`config.mk`:
```
export PLATFORM = sky130hd
export DESIGN_NAME = order_risk_engine
export DESIGN_NICKNAME = d
export VERILOG_FILES = /design/src/rtl/order_risk_pkg.sv /design/src/rtl/order_fifo.sv /design/src/rtl/order_risk_engine.sv
export SDC_FILE = /design/constraint.sdc
export NUM_CORES = 1
export LEC_CHECK = 0
export ABC_AREA = 1
export BUFFER_PORTS_ARGS = -buffer_cell sky130_fd_sc_hd__buf_2
export CAP_MARGIN = 20
export CORE_ASPECT_RATIO = 0.75
export CORE_MARGIN = 3
export CORE_UTILIZATION = 30
export CTS_CLUSTER_SIZE = 28
export DETAILED_ROUTE_END_ITERATION = 6
export PLACE_DENSITY = 0.43
export SYNTH_ARGS = -nofsm -noshare
export SYNTH_HDL_FRONTEND = slang
export SYNTH_SLANG_ARGS = --single-unit
```
`constraint.sdc`:
```
create_clock -name clk -period 11.75 [get_ports clk]
set_input_delay 1.175 -clock clk [delete_from_list [all_inputs] [get_ports clk]]
set_output_delay 1.175 -clock clk [all_outputs]
set_load 0.01 [all_outputs]
```
`src/rtl/order_risk_pkg.sv`:
```
// rtl/order_risk_pkg.sv - shared state type and default widths for the order risk engine
package order_risk_pkg;

    localparam int QTY_W_DEF      = 16;
    localparam int PRICE_W_DEF    = 16;
    localparam int NOTIONAL_W_DEF = QTY_W_DEF + PRICE_W_DEF;
    localparam int EXPO_W_DEF     = 40;
    localparam int FIFO_DEPTH_DEF = 8;

    typedef enum logic [2:0] {
        IDLE,
        MUL,
        CMP,
        PASS,
        WMAX,
        WORD
    } ore_state_t;

endpackage

```
`src/rtl/order_fifo.sv`:
```
// rtl/order_fifo.sv - power-of-two output FIFO carrying accepted orders to the gateway
module order_fifo #(
    parameter int DATA_W = 32,
    parameter int DEPTH  = 8
) (
    input  logic              clk,
    input  logic              rst_n,
    input  logic [DATA_W-1:0] s_tdata,
    input  logic              s_tvalid,
    output logic [DATA_W-1:0] m_tdata,
    input  logic              m_tready,
    output logic              full,
    output logic              empty
);

    localparam int AW = $clog2(DEPTH);

    logic [DATA_W-1:0] mem [DEPTH];
    logic [AW-1:0]     wr_ptr;
    logic [AW-1:0]     rd_ptr;
    logic [AW:0]       count;
    logic              push;
    logic              pop;

    assign pop   = !empty && m_tready;
    // A pop in the same cycle frees the slot, so a full FIFO still accepts the push
    assign push  = s_tvalid && (!full || pop);
    assign full  = (count == (AW+1)'(DEPTH));
    assign empty = (count == '0);

    always_ff @(posedge clk or negedge rst_n) begin
        if (!rst_n) begin
            wr_ptr <= '0;
            rd_ptr <= '0;
            count  <= '0;
        end else begin
            if (push) wr_ptr <= wr_ptr + 1'b1;
            if (pop)  rd_ptr <= rd_ptr + 1'b1;
            case ({push, pop})
                2'b10:   count <= count + 1'b1;
                2'b01:   count <= count - 1'b1;
                default: ;
            endcase
        end
    end

    always_ff @(posedge clk) begin
        if (push) mem[wr_ptr] <= s_tdata;
    end

    assign m_tdata = mem[rd_ptr];

endmodule

```
`src/rtl/order_risk_engine.sv`:
```
// rtl/order_risk_engine.sv - notional/exposure risk check and order commit datapath behind the order FSM
module order_risk_engine
    import order_risk_pkg::*;
#(
    parameter int                     QTY_W      = QTY_W_DEF,
    parameter int                     PRICE_W    = PRICE_W_DEF,
    parameter int                     NOTIONAL_W = NOTIONAL_W_DEF,
    parameter int                     EXPO_W     = EXPO_W_DEF,
    parameter logic [EXPO_W:0]        EXPO_LIMIT = (EXPO_W+1)'(1) << 39,
    parameter logic [NOTIONAL_W-1:0]  MAX_RST    = '0,
    parameter int                     FIFO_DEPTH = FIFO_DEPTH_DEF
) (
    input  logic                  clk,
    input  logic                  rst_n,
    input  logic                  check_risk,
    input  logic                  send_order,
    input  logic                  update_max,
    input  logic [QTY_W-1:0]      order_qty,
    input  logic [PRICE_W-1:0]    order_price,
    input  logic [NOTIONAL_W-1:0] max_in,
    input  logic                  clear_exposure,
    output logic                  risk_ok,
    output logic                  risk_fail,
    output logic                  memwr,
    output logic                  out_valid,
    input  logic                  out_ready,
    output logic [QTY_W-1:0]      out_qty,
    output logic [PRICE_W-1:0]    out_price,
    output logic [EXPO_W-1:0]     exposure,
    output logic                  fifo_full
);

    localparam int FIFO_W = QTY_W + PRICE_W;

    ore_state_t            state;
    ore_state_t            state_next;
    logic                  chk_q;
    logic                  send_q;
    logic                  upd_q;
    logic                  chk_rise;
    logic                  send_rise;
    logic                  upd_rise;
    logic                  pend_chk;
    logic                  pend_max;
    logic                  latch_ord;
    logic                  fail_q;
    logic                  pass_now;
    logic [QTY_W-1:0]      qty_r;
    logic [PRICE_W-1:0]    price_r;
    logic [NOTIONAL_W-1:0] notional;
    logic [NOTIONAL_W-1:0] max_reg;
    logic [EXPO_W:0]       notional_x;
    logic [EXPO_W:0]       expo_sum;
    logic [EXPO_W:0]       word_sum;
    logic [FIFO_W-1:0]     fifo_head;
    logic                  fifo_empty;

    assign chk_rise  = check_risk && !chk_q;
    assign send_rise = send_order && !send_q;
    assign upd_rise  = update_max && !upd_q;

    // One guard bit so the limit compare and the saturating add never wrap
    assign notional_x = (EXPO_W+1)'(notional);
    assign expo_sum   = {1'b0, exposure} + notional_x;
    assign word_sum   = (clear_exposure ? '0 : {1'b0, exposure}) + notional_x;
    assign pass_now   = (notional <= max_reg) && (expo_sum <= EXPO_LIMIT) && !fifo_full;

    always_comb begin
        state_next = state;
        latch_ord  = 1'b0;
        case (state)
            IDLE: begin
                latch_ord = chk_rise;
                if (upd_rise || pend_max)      state_next = WMAX;
                else if (chk_rise || pend_chk) state_next = MUL;
            end
            MUL:  state_next = CMP;
            CMP:  state_next = pass_now ? PASS : IDLE;
            PASS: begin
                if (send_rise)        state_next = WORD;
                else if (!check_risk) state_next = IDLE;
            end
            WMAX:    state_next = IDLE;
            WORD:    state_next = IDLE;
            default: state_next = IDLE;
        endcase
    end

    always_ff @(posedge clk or negedge rst_n) begin
        if (!rst_n) begin
            state     <= IDLE;
            chk_q     <= 1'b0;
            send_q    <= 1'b0;
            upd_q     <= 1'b0;
            pend_chk  <= 1'b0;
            pend_max  <= 1'b0;
            qty_r     <= '0;
            price_r   <= '0;
            notional  <= '0;
            max_reg   <= MAX_RST;
            exposure  <= '0;
            risk_ok   <= 1'b0;
            fail_q    <= 1'b0;
            risk_fail <= 1'b0;
            memwr     <= 1'b0;
        end else begin
            state  <= state_next;
            chk_q  <= check_risk;
            send_q <= send_order;
            upd_q  <= update_max;

            if (latch_ord) begin
                qty_r   <= order_qty;
                price_r <= order_price;
            end

            // A max update arriving mid-check waits; a check colliding with one waits behind it
            if (state == IDLE && state_next == WMAX) pend_max <= 1'b0;
            else if (upd_rise && state != IDLE)      pend_max <= 1'b1;
            if (state == IDLE) pend_chk <= (state_next == WMAX) && (chk_rise || pend_chk);

            if (state == MUL)  notional <= NOTIONAL_W'(qty_r) * NOTIONAL_W'(price_r);
            if (state == WMAX) max_reg  <= max_in;

            if (state == WORD)       exposure <= word_sum[EXPO_W] ? '1 : word_sum[EXPO_W-1:0];
            else if (clear_exposure) exposure <= '0;

            risk_ok   <= (state == PASS) && (state_next == PASS);
            fail_q    <= (state == CMP) && !pass_now;
            risk_fail <= fail_q;
            memwr     <= (state == WORD) || (state == WMAX);
        end
    end

    order_fifo #(
        .DATA_W (FIFO_W),
        .DEPTH  (FIFO_DEPTH)
    ) u_fifo (
        .clk      (clk),
        .rst_n    (rst_n),
        .s_tdata  ({qty_r, price_r}),
        .s_tvalid (state == WORD),
        .m_tdata  (fifo_head),
        .m_tready (out_ready),
        .full     (fifo_full),
        .empty    (fifo_empty)
    );

    assign out_valid = !fifo_empty;
    assign out_qty   = fifo_head[FIFO_W-1 -: QTY_W];
    assign out_price = fifo_head[PRICE_W-1:0];

endmodule

```
==> results.sh <==
export IMPL_status="finished clean"
export IMPL_die_w_um=374
export IMPL_reg_top3="u_fifo.mem: 256 flops, exposure: 40 flops"
export IMPL_syn_nets=4052
export IMPL_slowest_stage="dfrtp_1"
export IMPL_wirelength_um=95500
export IMPL_grt_usage_pct=18.2
export IMPL_synth_edf_count=256
export IMPL_min_path_cells=0
export IMPL_pin_count=148
export IMPL_avgSynthCellArea_um2=8.52
export IMPL_hp_class="reg -> reg"
export IMPL_slew_violations=0
export IMPL_initial_core_util_pct=30.5
export IMPL_clock_skew_ps=35.0
export IMPL_grt_max_degree=97
export IMPL_crit_start="qty_r[7]$_DFFE_PN0P_"
export IMPL_arrival_ps=7140
export IMPL_rr_worst_depth=25
export IMPL_fin_ws_ps=5110
export IMPL_wire_per_inst_um=18.9
export IMPL_rsz0062_at_grt="false"
export IMPL_synth_compound_area_share_pct=9.59
export IMPL_globalplace_congestion=0.898
export IMPL_first_global_vias=23300
export IMPL_synth_xor_area_share_pct=1.67
export IMPL_finalSetupViolCount=0
export IMPL_synth_cell_types=58
export IMPL_drt_pass1_iterations=5
export IMPL_hp_start="fail_q$_DFF_PN0_"
export IMPL_port_buffers=147
export IMPL_synthAdderAreaFrac_pct=21.4
export IMPL_reg2reg_slack_ps=5110
export IMPL_path_buf_inv=6
export IMPL_die_area_um2=105000
export IMPL_largest_reg_flops=256
export IMPL_cts_resized=0
export IMPL_place_hpwl_um=69800
export IMPL_r2r_start="qty_r[7]$_DFFE_PN0P_"
export IMPL_root_buffer="clkbuf_16"
export IMPL_whs_endpoint="risk_fail$_DFF_PN0_"
export IMPL_hold_violations=0
export IMPL_postCtsSetupRepairBufs=0
export IMPL_drcViolationCount=0
export IMPL_hold_buffers=0
export IMPL_via_per_inst=4.66
export IMPL_core_area_um2=100000
export IMPL_worstSetupStartpointType="flip-flop"
export IMPL_clkSinkCount=414
export IMPL_clk_latency_ps=620
export IMPL_fmax_ghz=0.151
export IMPL_slew_headroom_pct=28.7
export IMPL_ys_seq_elements=414
export IMPL_drt_iter0_drc=1785
export IMPL_dpl_cell_count=4959
export IMPL_yosys_area_share_simple_pct=18.1
export IMPL_critical_path_class="reg -> reg"
export IMPL_yosysSeqAreaShare_pct=38.2
export IMPL_drtAntennaViolNets=0
export IMPL_min_period_ps=6640
export IMPL_grt_pass1_wl_um=147000
export IMPL_cts_tree="built"
export IMPL_max_stage_delay_ps=1000
export IMPL_critical_path_max_fanout=25
export IMPL_rows=100
export IMPL_final_cells=5048
export IMPL_fillers=10500
export IMPL_period_share_pct=56.5
export IMPL_drive_above_1_share_pct=9.89
export IMPL_die_h_um=282
export IMPL_dpl_worst_slack_ps=5230
export IMPL_fin_tns_setup_ps=0
export IMPL_crit_required_ps=12240
export IMPL_muxShareOfSynthArea_pct=1.22
export IMPL_r2r_end="notional[29]$_DFFE_PN0P_"
export IMPL_multi_input_area_um2=15900
export IMPL_end_kind="flip-flop"
export IMPL_regMostFlops="u_fifo.mem"
export IMPL_nets=4156
export IMPL_seq_area_um2=11600
export IMPL_synth_top_family_by_area="adder cells"
export IMPL_synth_top_flop_cell="edfxtp_1"
export IMPL_path_delay_family="adder cells"
export IMPL_vias=23500
export IMPL_tightestPinTransition_ps=1070
export IMPL_synthArstFlopShare_pct=38.2
export IMPL_synthCells=3579
export IMPL_yosysWarningCount=0
export IMPL_grt_overflow=0
export IMPL_syn_area_um2=30500
export IMPL_clockBufferDepth=3
export IMPL_maxCapViolations=0
export IMPL_clkTransAtPathRegs_ps=60
export IMPL_final_util_pct=34.4
export IMPL_htree_levels=2
export IMPL_antenna_found_initial=2
export IMPL_area_growth_pct=12.8
export IMPL_numCtsBuffers=47
## synthesized netlist by cell type (all sizes together) (37+ instances only)
library cell	instances	area share, %
nand2	745	9.3
inv	655	8.1
nor2	448	5.6
edfxtp	256	25
ha	205	8.4
fa	197	13
o21ai	193	3.2
dfrtp	158	13
a21oi	156	2.6
clkbuf	130	1.6
nand3	111	1.9
a31oi	41	0.84
xor2	37	1.1
## worst register-to-register path, cell delays in order (launching register included)
cell	delay, ps
dfrtp_1	1000
nand2_1	190
fa_1	580
inv_1	50
fa_1	500
inv_1	60
fa_1	530
inv_1	50
fa_1	440
fa_1	500
inv_1	50
fa_1	500
inv_1	60
ha_1	390
nand2_1	100
inv_1	60
nand3_1	80
nor3_1	380
nand3_1	140
nand3_1	170
nand3_1	80
nand2_1	130
nand3_1	110
nand2_1	70
nor2_1	40
o31ai_1	260
## cell usage in the layout (no fill, tap or decap), types with 4 or more instances in the layout
cell and count:
fa_1 197, xor2_1 37, o21a_1 9, clkbuf_16 49
o21ai_1 5, o21ai_0 184, dfrtp_1 156, buf_2 146
clkbuf_8 6, clkinv_1 4, a21o_1 8, a211oi_1 5
o22a_1 27, nor2_1 435, inv_1 650, buf_4 46
xnor2_1 21, clkbuf_1 11, a21oi_2 5, o22ai_1 33
nor2_4 10, nand3b_1 7, a21boi_0 5, mux2_2 33
nand2_2 15, nand2_1 730, nand3_1 106, a21oi_1 151
or2_2 14, ha_1 205, a31oi_1 41, nand4_1 17
o21bai_1 15, edfxtp_1 256, nor3_1 16, nand3_2 5
clkinv_2 11
## cells by family (layout without fill, tap and decap cells)
logic type	Yosys count	after routing
buffers and inverters	796	938
xor gates and xnor gates	58	58
muxes	33	33
DFF	414	414
AOI/OAI and AO/OA	506	506
adders and majority gates	402	402
and+or+nand+nor	1370	1370
other	0	1
## per-stage QoR
stage               instance area, um2  hold WS (ps)
CTS                              34400           350
finish                           34400           347
global route                     34400           367
floorplan                        30500           331
global placement                 32800           340
detailed placement               32800           336
## how the worst max path moves through the flow
stage | to | depth (start not counted)
after floorplan | notional[24]$_DFFE_PN0P_ | 27
after global placement | notional[29]$_DFFE_PN0P_ | 25
after detailed placement | notional[29]$_DFFE_PN0P_ | 25
after CTS | notional[29]$_DFFE_PN0P_ | 25
after global routing | notional[29]$_DFFE_PN0P_ | 25
final | notional[29]$_DFFE_PN0P_ | 25
## cell type report
| cell class | instances | share of cell area, % |
|---|---|---|
| multi-input combinational | 2369 | 46.3 |
| inverter | 657 | 7.18 |
| antenna | 1 | 0.00728 |
| clock buffer | 65 | 3.89 |
| tap | 1326 | 4.82 |
| timing repair buffer | 194 | 3.23 |
| clock inverter | 22 | 0.746 |
| sequential | 414 | 33.9 |
## metal layers
layer / global-route usage (%) / share of wire [%]
met4: 3.17 / 1.5
met2: 27.1 / 42
met1: 28.2 / 52
met5: 0 / 0
met3: 2.33 / 4.3
Power is left out: the tool's default activity adds up to more than one toggle a clock period on the data nets, which glitch-free logic cannot reach.
